===== config.mk =====
export PLATFORM = sky130hd
export DESIGN_NAME = alu_operand_stage
export DESIGN_NICKNAME = d
export VERILOG_FILES = /design/src/rtl/pipeline_pkg.sv /design/src/rtl/forward_mux.sv /design/src/rtl/alu_operand_stage.sv
export SDC_FILE = /design/constraint.sdc
export NUM_CORES = 1
export LEC_CHECK = 0
export CORE_MARGIN = 2
export CORE_UTILIZATION = 54
export DETAILED_ROUTE_END_ITERATION = 7
export DONT_BUFFER_PORTS = 1
export GPL_TIMING_DRIVEN = 0
export PLACE_DENSITY = 0.75
export RECOVER_POWER = 50
export SKIP_LAST_GASP = 1
export SLEW_MARGIN = 30
export SYNTH_ARGS = -nofsm -noshare
export SYNTH_HDL_FRONTEND = slang
export SYNTH_SLANG_ARGS = --single-unit

===== constraint.sdc =====
create_clock -name clk -period 5.2 [get_ports clk]
set_input_delay 0.52 -clock clk [delete_from_list [all_inputs] [get_ports clk]]
set_output_delay 0.52 -clock clk [all_outputs]
set_load 0.02 [all_outputs]

===== src/rtl/pipeline_pkg.sv =====
// Shared pipeline definitions for the ALU operand stage: operand widths, ALU op
// codes, the stage-state encoding and the held-instruction record.
package pipeline_pkg;

    localparam int DATA_W  = 16;
    localparam int REG_W   = 3;
    localparam int STALL_W = 8;

    localparam logic [REG_W-1:0] REG_ZERO = 3'd0;

    typedef enum logic [1:0] {
        ALU_OP_AND  = 2'b00,
        ALU_OP_ADD  = 2'b01,
        ALU_OP_SUB  = 2'b10,
        ALU_OP_RSVD = 2'b11
    } alu_op_e;

    typedef enum logic [1:0] {
        ST_EMPTY  = 2'd0,
        ST_FULL   = 2'd1,
        ST_HAZARD = 2'd2
    } stage_state_e;

    typedef struct packed {
        logic [REG_W-1:0]  rs1;
        logic [REG_W-1:0]  rs2;
        logic [DATA_W-1:0] rs1_data;
        logic [DATA_W-1:0] rs2_data;
        logic [DATA_W-1:0] imm;
        logic              use_imm;
        alu_op_e           alu_op;
        logic [REG_W-1:0]  rd;
        logic              reg_write;
        logic              mem_read;
    } entry_t;

    // r0 is hard-wired zero, so a write to it never produces a value worth matching.
    function automatic logic reg_hit(
        input logic [REG_W-1:0] rs,
        input logic [REG_W-1:0] rd,
        input logic             rd_write
    );
        return rd_write && (rd != REG_ZERO) && (rd == rs);
    endfunction

endpackage


===== src/rtl/forward_mux.sv =====
// Selects the newest value of one source register: EX/MEM ALU result first,
// then MEM/WB result, else the value read from the register file.
module forward_mux
    import pipeline_pkg::*;
(
    input  logic [REG_W-1:0]  rs,
    input  logic [DATA_W-1:0] rf_data,
    input  logic [REG_W-1:0]  exmem_rd,
    input  logic              exmem_reg_write,
    input  logic              exmem_mem_read,
    input  logic [DATA_W-1:0] exmem_result,
    input  logic [REG_W-1:0]  memwb_rd,
    input  logic              memwb_reg_write,
    input  logic [DATA_W-1:0] memwb_result,
    output logic [DATA_W-1:0] fwd_data
);

    // NOTE: assign a default before any branch so every path drives fwd_data and no latch is inferred.
    always_comb begin
        fwd_data = rf_data;
        if (rs != REG_ZERO) begin
            // A load in EX/MEM has no data yet; the hazard logic stalls for it instead.
            if (reg_hit(rs, exmem_rd, exmem_reg_write) && !exmem_mem_read) begin
                fwd_data = exmem_result;
            end else if (reg_hit(rs, memwb_rd, memwb_reg_write)) begin
                fwd_data = memwb_result;
            end
        end
    end

endmodule


===== src/rtl/alu_operand_stage.sv =====
// Operand stage: holds one decoded instruction, resolves forwarding and load-use
// hazards, and hands signed ALU operands to EX under a valid/ready handshake.
module alu_operand_stage
    import pipeline_pkg::*;
(
    input  logic                     clk,
    input  logic                     rst_n,

    input  logic                     in_valid,
    output logic                     in_ready,
    input  logic [REG_W-1:0]         in_rs1,
    input  logic [REG_W-1:0]         in_rs2,
    input  logic [DATA_W-1:0]        in_rs1_data,
    input  logic [DATA_W-1:0]        in_rs2_data,
    input  logic [DATA_W-1:0]        in_imm,
    input  logic                     in_use_imm,
    input  logic [1:0]               in_alu_op,
    input  logic [REG_W-1:0]         in_rd,
    input  logic                     in_reg_write,
    input  logic                     in_mem_read,

    input  logic [REG_W-1:0]         exmem_rd,
    input  logic                     exmem_reg_write,
    input  logic                     exmem_mem_read,
    input  logic [DATA_W-1:0]        exmem_result,
    input  logic [REG_W-1:0]         memwb_rd,
    input  logic                     memwb_reg_write,
    input  logic [DATA_W-1:0]        memwb_result,

    input  logic                     flush,
    input  logic                     out_ready,

    output logic signed [DATA_W-1:0] A,
    output logic signed [DATA_W-1:0] B,
    output logic [1:0]               ALUop,
    output logic                     out_valid,
    output logic [REG_W-1:0]         out_rd,
    output logic                     out_reg_write,
    output logic                     out_mem_read,
    output logic [STALL_W-1:0]       stall_count
);

    stage_state_e       state_q, state_d;
    entry_t             entry_q, entry_d;
    entry_t             entry_in;
    logic [STALL_W-1:0] stall_count_q, stall_count_d;
    logic               alive_q, alive_d;
    logic               hazard;
    logic               accept;
    logic [DATA_W-1:0]  rs1_fwd;
    logic [DATA_W-1:0]  rs2_fwd;

    // A load still in EX/MEM cannot be forwarded; any held source waiting on it must stall.
    assign hazard = (state_q != ST_EMPTY) && exmem_mem_read &&
                    (reg_hit(entry_q.rs1, exmem_rd, exmem_reg_write) ||
                     (!entry_q.use_imm && reg_hit(entry_q.rs2, exmem_rd, exmem_reg_write)));

    // alive_q holds in_ready low while reset is asserted and releases it one edge later.
    assign alive_d = 1'b1;

    always_comb begin
        in_ready = 1'b0;
        if (alive_q) begin
            unique case (state_q)
                ST_EMPTY: in_ready = 1'b1;
                ST_FULL:  in_ready = out_ready && !hazard;
                default:  in_ready = 1'b0;
            endcase
        end
    end

    assign accept = in_valid && in_ready && !flush;

    always_comb begin
        entry_in.rs1       = in_rs1;
        entry_in.rs2       = in_rs2;
        entry_in.rs1_data  = in_rs1_data;
        entry_in.rs2_data  = in_rs2_data;
        entry_in.imm       = in_imm;
        entry_in.use_imm   = in_use_imm;
        entry_in.alu_op    = alu_op_e'(in_alu_op);
        entry_in.rd        = in_rd;
        entry_in.reg_write = in_reg_write;
        entry_in.mem_read  = in_mem_read;
    end

    always_comb begin
        state_d = state_q;
        entry_d = entry_q;
        if (accept) begin
            entry_d = entry_in;
        end
        // Flush outranks both accept and hazard: whatever is held or offered is dropped.
        if (flush) begin
            state_d = ST_EMPTY;
        end else begin
            unique case (state_q)
                ST_EMPTY: begin
                    if (accept) state_d = ST_FULL;
                end
                ST_FULL: begin
                    if (hazard) begin
                        state_d = ST_HAZARD;
                    end else if (out_ready) begin
                        state_d = accept ? ST_FULL : ST_EMPTY;
                    end
                end
                ST_HAZARD: begin
                    if (!hazard) state_d = ST_FULL;
                end
                default: state_d = ST_EMPTY;
            endcase
        end
    end

    always_comb begin
        stall_count_d = stall_count_q;
        if ((state_q == ST_HAZARD) && (stall_count_q != {STALL_W{1'b1}})) begin
            stall_count_d = stall_count_q + 1'b1;
        end
    end

    // NOTE: the held entry is only a few dozen flops, so it is reset outright; a RAM-style store would not be.
    always_ff @(posedge clk or negedge rst_n) begin
        if (!rst_n) begin
            state_q       <= ST_EMPTY;
            entry_q       <= '0;
            stall_count_q <= '0;
            alive_q       <= 1'b0;
        end else begin
            // NOTE: non-blocking assignments so every flop samples the pre-edge values.
            state_q       <= state_d;
            entry_q       <= entry_d;
            stall_count_q <= stall_count_d;
            alive_q       <= alive_d;
        end
    end

    forward_mux u_fwd_rs1 (
        .rs              (entry_q.rs1),
        .rf_data         (entry_q.rs1_data),
        .exmem_rd        (exmem_rd),
        .exmem_reg_write (exmem_reg_write),
        .exmem_mem_read  (exmem_mem_read),
        .exmem_result    (exmem_result),
        .memwb_rd        (memwb_rd),
        .memwb_reg_write (memwb_reg_write),
        .memwb_result    (memwb_result),
        .fwd_data        (rs1_fwd)
    );

    forward_mux u_fwd_rs2 (
        .rs              (entry_q.rs2),
        .rf_data         (entry_q.rs2_data),
        .exmem_rd        (exmem_rd),
        .exmem_reg_write (exmem_reg_write),
        .exmem_mem_read  (exmem_mem_read),
        .exmem_result    (exmem_result),
        .memwb_rd        (memwb_rd),
        .memwb_reg_write (memwb_reg_write),
        .memwb_result    (memwb_result),
        .fwd_data        (rs2_fwd)
    );

    assign A             = rs1_fwd;
    assign B             = entry_q.use_imm ? entry_q.imm : rs2_fwd;
    assign ALUop         = entry_q.alu_op;
    assign out_valid     = (state_q == ST_FULL) && !hazard;
    assign out_rd        = entry_q.rd;
    assign out_reg_write = entry_q.reg_write;
    assign out_mem_read  = entry_q.mem_read;
    assign stall_count   = stall_count_q;

endmodule


; After elaboration in Yosys (flattened, before gate mapping)
; Index checks and enable logic that the tools add are counted.
[totals]
regBits = 73
input_bits = 108
word_cells = 68
[op_classes]
n_addsub = 1
n_eq_ne = 10
mux = 16
reduce_logical = 28
[ops]
columns = operator, n
row1 = 16-bit 2-to-1 mux, 7
row2 = 1-bit logical AND, 16
row3 = 3-bit == test, 4
row4 = 3-bit nonzero test, 4
row5 = 2-bit 2-to-1 mux, 5
row6 = "8-bit by 1-bit adder with 8-bit output, second input constant", 1
row7 = "8-bit inequality test, second input constant", 1
row8 = "3-bit inequality test, second input constant", 2
row9 = 2-bit case mux with 3 select lines, 1
row10 = 1-bit logical NOT, 4
row11 = "4-bit inequality test, second input constant", 1
row12 = 3-bit AND reduction, 1
row13 = "2-bit by 1-bit == test with 1-bit output, second input constant", 1
row14 = "2-bit == test, second input constant", 1
row15 = 2-bit logical NOT, 1
row16 = 1-bit 2-to-1 mux, 2
row17 = 1-bit case mux with 2 select lines, 1
row18 = 2-bit nonzero test, 1
row19 = 1-bit logical OR, 1

; Longest topological paths before layout
[logic_depth]
word_depth = 17
ltp_mapped = 7
depth_no_buf = 6

; By module
; Synthesis repeated with hierarchy kept, for this count alone.
[unflattened]
hier_cells = 559
hier_area_um2 = 5353.9
[modules_own_cells]
columns = mod, instances, cells_per_inst, area_each_um2, seq_area_each_um2
row1 = alu_operand_stage, 1, 359, 4090.2, 1826.8
row2 = forward_mux, 2, 100, 631.9, 0.0

; Least setup slack after synthesis
; Ideal clock, no wire load.
[synth_path]
path_kind = input -> output
startpoint = input exmem_rd[1]
endpoint = output B[15]
arrival_ns = 2.181
path_slack_ns = 2.499
stages = 6
cell_sequence = xor2_1 nor3_2 nand2_2 buf_6 and3_1 nor4_1
[synth_via]
elab_chain_cells = 7
elab_cells_between_ends = 8
cone_classes = eq/ne (1) / mux (3) / reduce/logical (4)
[synth_lines]
columns = item, line_no
row1 = "start, declared", alu_operand_stage.sv:22  ; input logic [REG_W-1:0] exmem_rd,
row2 = 3-bit nonzero test, pipeline_pkg.sv:43  ; return rd_write && (rd != REG_ZERO) && (rd == rs);
row3 = 1-bit logical AND, pipeline_pkg.sv:43
row4 = 1-bit logical AND *, pipeline_pkg.sv:43
row5 = 1-bit logical AND *, forward_mux.sv:23  ; if (reg_hit(rs, exmem_rd, exmem_reg_write) && !exmem_mem_read) begin
row6 = 16-bit 2-to-1 mux *, forward_mux.sv:23
row7 = 16-bit 2-to-1 mux *, forward_mux.sv:21  ; if (rs != REG_ZERO) begin
row8 = 16-bit 2-to-1 mux *, alu_operand_stage.sv:166  ; assign B = entry_q.use_imm ? entry_q.imm : rs2_fwd;
row9 = "end, declared", alu_operand_stage.sv:34  ; output logic signed [DATA_W-1:0] B,
; Every way passes the cells marked *; elsewhere a longest branch is shown, timed or not.

; Final worst setup path
[layout_path]
startpoint = register entry_q[56] (netlist bit)
endpoint = output B[9]
[layout_via]
elab_chain_cells = 6
elab_cells_between_ends = 10
cone_classes = eq/ne (2) / mux (4) / reduce/logical (4)
[layout_lines]
columns = item, line_no
row1 = "start, declared", alu_operand_stage.sv:44  ; entry_t entry_q, entry_d;
row2 = "start signal, assigned", alu_operand_stage.sv:133  ; entry_q <= entry_d;
row3 = 3-bit == test, pipeline_pkg.sv:43
row4 = 1-bit logical AND, pipeline_pkg.sv:43
row5 = 16-bit 2-to-1 mux / 1-bit logical AND (equally long branches), "forward_mux.sv:25, forward_mux.sv:23"
row6 = 16-bit 2-to-1 mux, forward_mux.sv:23
row7 = 16-bit 2-to-1 mux *, forward_mux.sv:21
row8 = 16-bit 2-to-1 mux *, alu_operand_stage.sv:166
; Marked as above.

==> qor.yml <==
die:
  die_x_um: 91.9
  ios: 157
  die_h_um: 91.9
  dieArea_um2: 8440
  rows: 32
  initial_core_util_pct: 54.8
  coreArea_um2: 7610
route:
  wl_per_cell_um: 21.2
  vias: 2817
  drt_iter0_markers: 154
  wl_mm: 10.1
  vias_per_cell: 5.89
  firstDrtPassIters: 6
  drcViolationCount: 0
  route.antenna.remaining_nets: 0
placement:
  port_buffers: 0
  place_ws_ns: 1.96
  place_inst: 462
  dp_hpwl_mm: 7.46
  placed_cell_area_um2: 4300
  place_congestion: 0.785
worst_setup_path:
  timing.rr.start: "entry_q[56]"
  cp-startpoint: "entry_q[56]"
  end_kind: "output port"
  rr_endpoint: "entry_q[11]"
  crit_arrival_ns: 2.97
  cp-start-kind: "register"
  path_max_fanout: 10
  worstPathRequired_ns: 4.68
  critPathCapture: "B[9]"
  r2r_cells: 6
  critical_path_class: "register to output port"
  ff2ff_setup_slack_ns: 2.37
yosys:
  synthMuxAreaShare_pct: 26.3
  syn_nets: 469
  ys_ff_latch: 73
  synth-adder-area-share_pct: 0.300
  yosysSeqAreaShare_pct: 43.8
  syn_area_per_cell_um2: 11.6
  synth_warnings: 0
  netlist_top_cells_area: "dfrtp_1, mux2_4, mux2i_1, nand2_1, a222oi_1"
  netlist_top_cells_count: "dfrtp_1, mux2_4, nand2_1"
  ys_types: 45
  synthFlopType: "dfrtp_1"
  syn_inst: 360
  synthSimpleGateAreaFrac_pct: 10.6
  synth_top_area_share_pct: 43.8
  synth_xor_area_share_pct: 3.99
  synth_edf_count: 0
  synth-compound-area-share_pct: 8.19
  postSynth.asyncResetShare_pct: 100
  yosysMostFrequentCell: "dfrtp_1"
  syn_area_um2: 4170
  synth_top_cell_by_area: "dfrtp_1"
  synth_top_family_by_area: "multiplexers"
clock_network:
  ctsResizeCount: 0
  clk_pin_slew_ns: 0.08
  clock_latency_ns: 0.34
  clkSinkCount: 73
  cts_max_level: 3
  cts_buffers: 9
  cts_root_buf: "clkbuf_8"
  clockBufferDepth: 2
  cts_tree: "done"
sta:
  period_share_pct: 67.2
  setup_viol: 0
  fin_skew_ns: 0.0106
  relSlewSlack_pct: 24.4
  fin_setup_tns_ns: 0
  rsz0062_at_grt: "no"
  hold_viol: 0
  worstMarginPinSlew_ns: 1.13
  slew_violations: 0
  fmax_ghz: 0.286
  fin_crit_ns: 3.49
  fin_ws_ns: 1.71
cells_and_area:
  final_util_pct: 59.3
  drive_gt1_share_pct: 26.1
  fin_area_um2: 4510
  antennaDiodeCount: 0
  fillers: 626
  final_cells: 478
  area_growth_pct: 8.25
  nNetsFinal: 481
power_and_ir_drop:
  pwr-share-clk_pct: 25.7
  p_sw_uw: 669
  p_comb_share_pct: 33.5
  p_leak_uw: 0.00231
  swShare_pct: 34.6
  powerDensity_nw_per_um2: 428
  internal_power_uw: 1260
  seqPwrFrac_pct: 40.8
  ir_drop_mv: 0.209
global_route:
  grtUsageTotal_pct: 24.7
  overflow: 0
  antenna_found_initial: 0
  grt_pass1_wl_mm: 16.1
  grt_pass1_vias: 3021
  grt_max_degree: 74
run_status:
  outcome: "finished clean"
worst_hold_path:
  hp-class: "input pin to async pin"
flow_run:
  cap_violations: 0
[layout by cell type, fill, tap and decap left out, types with 4 or more instances in the layout]
master and instances:
clkbuf_8 10, inv_1 29, a21oi_1 4, nor3_1 7, a222oi_1 14, xnor2_1 5, buf_6 8, xor2_1 14
mux2i_1 15, mux2_2 4, a31oi_1 17, dfrtp_1 73, mux2_4 60, clkbuf_1 11, nand2_1 38, nor2_1 22
[flip-flops by register name (all words and copies together) (netlist names)]
name           flops
ALUop              2
alive_q            1
entry_q           55
out_mem_read       1
out_rd             3
out_reg_write      1
stall_count        8
state_q            2
[power groups by stage]
stage	logic (uW)	clock network [uW]	registers (uW)
final	647	496	788
after global routing	694	525	803
after CTS	664	507	787
after detailed placement	650	0	794
after global placement	633	0	790
after floorplan	565	0	768
[critical path, stage by stage, from the launching register on]
cell	delay, ns
dfrtp_1	0.45
xor2_1	0.16
nor4_1	0.74
a211oi_1	0.30
buf_2	0.29
a222oi_1	0.68
[cells by family (layout without fill, tap and decap cells)]
group,count (synthesis),in the layout
other,1,1
AOI/OAI and AO/OA,44,44
muxes,79,79
buffers and inverters,52,68
and+or+nand+nor,91,91
DFF,73,73
xor gates and xnor gates,19,19
adders and majority gates,1,1
[stage by stage]
step                hold slack, ns  total power [uW]
floorplan                    0.224              1330
global placement             0.226              1420
detailed placement           0.225              1440
CTS                         0.0709              1960
global route                0.0728              2020
finish                      0.0496              1930
[area by class of cell]
cell class / instances / area (um^2) / area share (%)
well taps: 102 / 128 / 2.83
multi-input cells: 235 / 2050 / 45.5
clock inverters: 4 / 76.3 / 1.69
repair buffers: 1 / 27.5 / 0.610
plain buffers: 23 / 154 / 3.41
inverters: 29 / 109 / 2.41
clock buffers: 11 / 141 / 3.13
flip-flops and latches: 73 / 1830 / 40.5
[how the worst min path moves through the flow]
| stage | from | to | cells after the start |
|---|---|---|---|
| floorplan | rst_n | ALUop[0] | 0 |
| global placement | rst_n | stall_count[0] | 0 |
| detailed placement | rst_n | stall_count[0] | 0 |
| CTS | rst_n | stall_count[0] | 1 |
| global route | rst_n | stall_count[0] | 1 |
| finish | rst_n | stall_count[0] | 1 |
[repair_timing]
action | 4_1_cts | 5_1_grt
setup buffers | 0 | 0
hold endpoints to repair | 73 | 0
hold buffers | 1 | 0
[metal layers]
metal / wire length (um) / track usage, %
met4: 174 / 8.71
met5: 0 / 0
met1: 4240 / 32.3
met3: 806 / 6.49
met2: 4910 / 39.8
Note: power is estimated with default switching activity, not from simulation.
